$ cat config.mk
export PLATFORM = sky130hd
export DESIGN_NAME = hazard_stall_unit
export DESIGN_NICKNAME = d
export VERILOG_FILES = /design/src/rtl/hazard_stall_unit.sv
export SDC_FILE = /design/constraint.sdc
export NUM_CORES = 1
export LEC_CHECK = 0
export CAP_MARGIN = 20
export CELL_PAD_IN_SITES_DETAIL_PLACEMENT = 0
export CELL_PAD_IN_SITES_GLOBAL_PLACEMENT = 1
export CORE_ASPECT_RATIO = 1.75
export CORE_MARGIN = 5
export CORE_UTILIZATION = 35
export CTS_BUF_LIST = sky130_fd_sc_hd__clkbuf_16
export DETAILED_ROUTE_END_ITERATION = 7
export GPL_ROUTABILITY_DRIVEN = 0
export PLACE_DENSITY = 0.82
export RECOVER_POWER = 100
export SYNTH_ARGS = -nofsm -noshare
export SYNTH_HDL_FRONTEND = slang
export SYNTH_SLANG_ARGS = --single-unit
$ cat constraint.sdc
create_clock -name clk -period 6.65 [get_ports clk]
set_clock_uncertainty 0.15 [all_clocks]
set_input_delay 0.9975 -clock clk [delete_from_list [all_inputs] [get_ports clk]]
set_output_delay 0.9975 -clock clk [all_outputs]
set_load 0.05 [all_outputs]
$ cat src/rtl/hazard_stall_unit.sv
// Decode-stage hazard controller: load-use, branch-operand and MDU-busy stalls,
// plus the MDU busy counter and a saturating stall performance counter.
module hazard_stall_unit #(
  parameter int unsigned MULT_CYCLES = 4,
  parameter int unsigned DIV_CYCLES  = 32,
  parameter int unsigned CNT_W       = 6,
  parameter int unsigned PERF_W      = 16
) (
  input  logic              clk,
  input  logic              rst_n,
  input  logic [4:0]        RsD,
  input  logic [4:0]        RtD,
  input  logic [4:0]        RtE,
  input  logic [4:0]        WriteRegE,
  input  logic [4:0]        WriteRegM,
  input  logic              RegWriteE,
  input  logic              MemtoRegE,
  input  logic              MemtoRegM,
  input  logic              BranchD,
  input  logic              MduStartD,
  input  logic              MduDivD,
  input  logic              HiLoRdD,
  output logic              StallF,
  output logic              StallD,
  output logic              FlushE,
  output logic              MduBusy,
  output logic              MduDone,
  output logic [PERF_W-1:0] StallCount
);

  localparam logic [CNT_W-1:0] MULT_LOAD = CNT_W'(MULT_CYCLES);
  localparam logic [CNT_W-1:0] DIV_LOAD  = CNT_W'(DIV_CYCLES);

  logic [CNT_W-1:0] cnt;
  logic             rsLive, rtLive;
  logic             lwStall, brStall, mduStall, stall;

  // $0 is hardwired to zero, so a zero source field never creates a dependency.
  always_comb begin
    rsLive   = (RsD != '0);
    rtLive   = (RtD != '0);
    lwStall  = MemtoRegE && ((rsLive && RtE == RsD) || (rtLive && RtE == RtD));
    brStall  = BranchD &&
               ((RegWriteE && ((rsLive && WriteRegE == RsD) || (rtLive && WriteRegE == RtD))) ||
                (MemtoRegM && ((rsLive && WriteRegM == RsD) || (rtLive && WriteRegM == RtD))));
    mduStall = MduBusy && (HiLoRdD || MduStartD);
    stall    = lwStall | brStall | mduStall;
  end

  assign StallF  = stall;
  assign StallD  = stall;
  assign FlushE  = stall;
  assign MduBusy = (cnt != '0);
  assign MduDone = (cnt == CNT_W'(1));

  always_ff @(posedge clk) begin
    if (!rst_n) begin
      cnt <= '0;
    end else if (MduStartD && !stall) begin
      cnt <= MduDivD ? DIV_LOAD : MULT_LOAD;
    end else if (cnt != '0) begin
      cnt <= cnt - CNT_W'(1);
    end
  end

  always_ff @(posedge clk) begin
    if (!rst_n) begin
      StallCount <= '0;
    end else if (stall && StallCount != '1) begin
      StallCount <= StallCount + PERF_W'(1);
    end
  end

endmodule

==> flow_summary.toml <==
[timing]
whs_ps = 327
worst_slew_pin_slew_ps = 848
worst_slack_ps = 1040
fin_tns_setup_ps = 0
finalCritPeriodShare_pct = 84.4
hold_viol = 0
rsz0062_at_grt = "false"
slew_headroom_pct = 43.5
final-setup-viol-count = 0
finalCriticalPeriod_ps = 5610
slew_violations = 0
clock.fmax_ghz = 0.178

[cells_and_area]
regArea_um2 = 440
multi_input_comb_area_um2 = 1090
nets = 284
fin_util_pct = 51.0
drive_above_1_share_pct = 3.66
syn2layout_area_growth_pct = 39.5
fin_cells = 297
n_fill_cell = 441
antennaDiodeCount = 0

[logic_synthesis]
ys_warn_count = 0
syn_avg_cell_area_um2 = 8.34
synth_cells = 195
synth_top_cell_area_share_pct = 27.1
synth.net_count = 232
synth_area_um2 = 1630
ys_ff_latch = 22
yosysTopAreaCell = "dfxtp_1"
ys_seq_area_share_pct = 27.1
async_flop_share_pct = 0
synth_cell_types = 37
synthFlopType = "dfxtp_1"
synth.area.top_cells = "dfxtp_1 27%, xnor2_1 11%, xor2_1 7.5%"
synth-edff-count = 0

[floorplan]
core_area_um2 = 4440
die_w_um = 61.5
dieArea_um2 = 6160
rows = 32
io_pins = 55
initial_core_util_pct = 36.6
die-height_um = 100

[setup_path]
cp.required_ps = 5500
crit_chain = "dlygate4sd3_1 -> or4_1 -> nor2_1 -> nor4_1 -> o211ai_1 -> and4_1 -> clkbuf_1 -> inv_1 -> dlygate4sd3_1"
crit_slowest_cell = "dlygate4sd3_1"
max_stage_delay_ps = 810
cpMostUsedCell = "dlygate4sd3_1"
critPathKind = "in2out"
end_kind = "output port"
r2r_slack_ps = 3860
r2r-end = "cnt[4]$_SDFFE_PN0P_"
crit_arrival_ps = 4470
reg2reg_from = "cnt[2]$_SDFFE_PN0P_"
rr_worst_depth = 7
cp_max_fo = 20
startpoint_type = "input pin"

[hold_path]
hold_path_startpoint = "StallCount[4]$_SDFFE_PN0P_"
min_path_cells = 2
min_to = "StallCount[4]$_SDFFE_PN0P_"
hold_path_class = "reg2reg"

[clock_tree]
cts_tree = "built"
cts_buffer_depth = 2
h-tree-depth = 1
ctsResizeCount = 0
postCtsSetupBuffers = 0
clock_sinks = 22
cts_root_buf = "clkbuf_16"
cts_buffers = 3
holdBufCountCts = 0
insertion_delay_ps = 260
cts.clk_slew.worst_paths_ps = 60

[global_route]
grt_pass1_wl_um = 6840
grt_max_degree = 39
grt_antenna_before_repair = 0
grt_usage_pct = 14.6
first_global_vias = 1609
overflow = 0

[place]
pre_cts_slack_ps = 1720
portBuffers = 54
place_inst = 293
dp_hpwl_um = 3500

[job]
cap_violations = 0

[route]
drc_errors = 0
viasPerCell = 5.27
routed-via-count = 1566
first_pass_iters = 4
antenna_left = 0
avgRoutedWirePerCell_um = 14.2
routed_wl_um = 4220
first_iter_violations = 62

[pwr]
irDropWorstVdd_mv = 0.250
p_leak_nw = 0.834
power.density_nw_per_um2 = 285

[run_status]
status = "finished, final reports clean"
[critical path: cells and delay by family]
family	cells	cell delay, ps
compound gates	1	180
buf+inv	4	2240
simple gates	4	1050
[registers in the layout, summed over array words and instances, names as in the netlist]
register and cells:
StallCount 16, cnt 6
[how the worst max path moves through the flow]
stage	from	to	slack (ps)	depth (start not counted)
2_1_floorplan	RsD[1]	StallD	2660	9
3_3_place_gp	RsD[2]	StallD	1760	9
3_5_place_dp	RsD[2]	StallD	1720	9
4_1_cts	RsD[2]	StallD	1730	9
5_1_grt	RsD[1]	StallD	830	9
6_report	RsD[1]	StallD	1040	9
[cells in the mapped netlist, drive strengths merged (3+ instances only)]
cell and count:
and3 5, and4 3, buf 5, clkbuf 4
dfxtp 22, ha 3, inv 5, mux2i 12
nand2 29, nand2b 10, nand3 12, nor2 5
nor3 6, nor4 10, nor4b 5, o21ai 5
or4 4, xnor2 21, xor2 14
[logic make-up after synthesis]
group | Yosys count | synth area share (%)
adder cells (fa/ha/maj) | 3 | 2.31
AO/OA/AOI/OAI | 14 | 5.69
multiplexers | 12 | 7.38
buffers and inverters | 14 | 5.23
XOR/XNOR | 35 | 18.8
AND/OR/NAND/NOR | 95 | 33.5
flip-flops | 22 | 27.1
[cell usage in the layout (no fill, tap or decap), drive strengths merged, types with 2 or more instances in the layout]
cell            n
o31ai           2
dlygate4sd3    22
clkbuf          4
nor4           10
nor2            5
nand3          12
mux2i          12
o21ai           5
xor2           14
nor3            6
inv             5
nand2b         10
or4             4
and3            5
dfxtp          22
ha              3
nand2          29
and4            3
or3             2
nor4b           5
a21boi          2
clkdlybuf4s50  32
xnor2          21
o211ai          2
[metrics by stage]
step                      power (mW)  area [um2]
final                          0.646        2270
after CTS                      0.669        2280
after global placement         0.494        2180
after detailed placement       0.498        2180
after global routing           0.686        2270
after floorplan                0.419        1630
[where the power goes]
part	internal, mW	total (mW)	leakage, nW	switching, mW
Combinational	0.114	0.305	0.604	0.191
Sequential	0.152	0.171	0.179	0.0190
Clock	0.120	0.170	0.0511	0.0503
Total	0.385	0.646	0.834	0.260
[layer usage]
metal	global-route usage [%]	part of all wire (%)
met1	13.1	33
met5	0	0
met3	2.06	6.9
met4	7.03	2.8
met2	28.8	58
[final cells by class]
| cell class | instances | area share [%] |
|---|---|---|
| clock buffers | 3 | 3.31 |
| clock inverters | 1 | 1.32 |
| multi-input cells | 159 | 48.0 |
| repair buffers | 56 | 24.3 |
| flip-flops and latches | 22 | 19.4 |
| well taps | 51 | 2.81 |
| inverters | 5 | 0.827 |
Note: power is estimated with default switching activity, not from simulation.
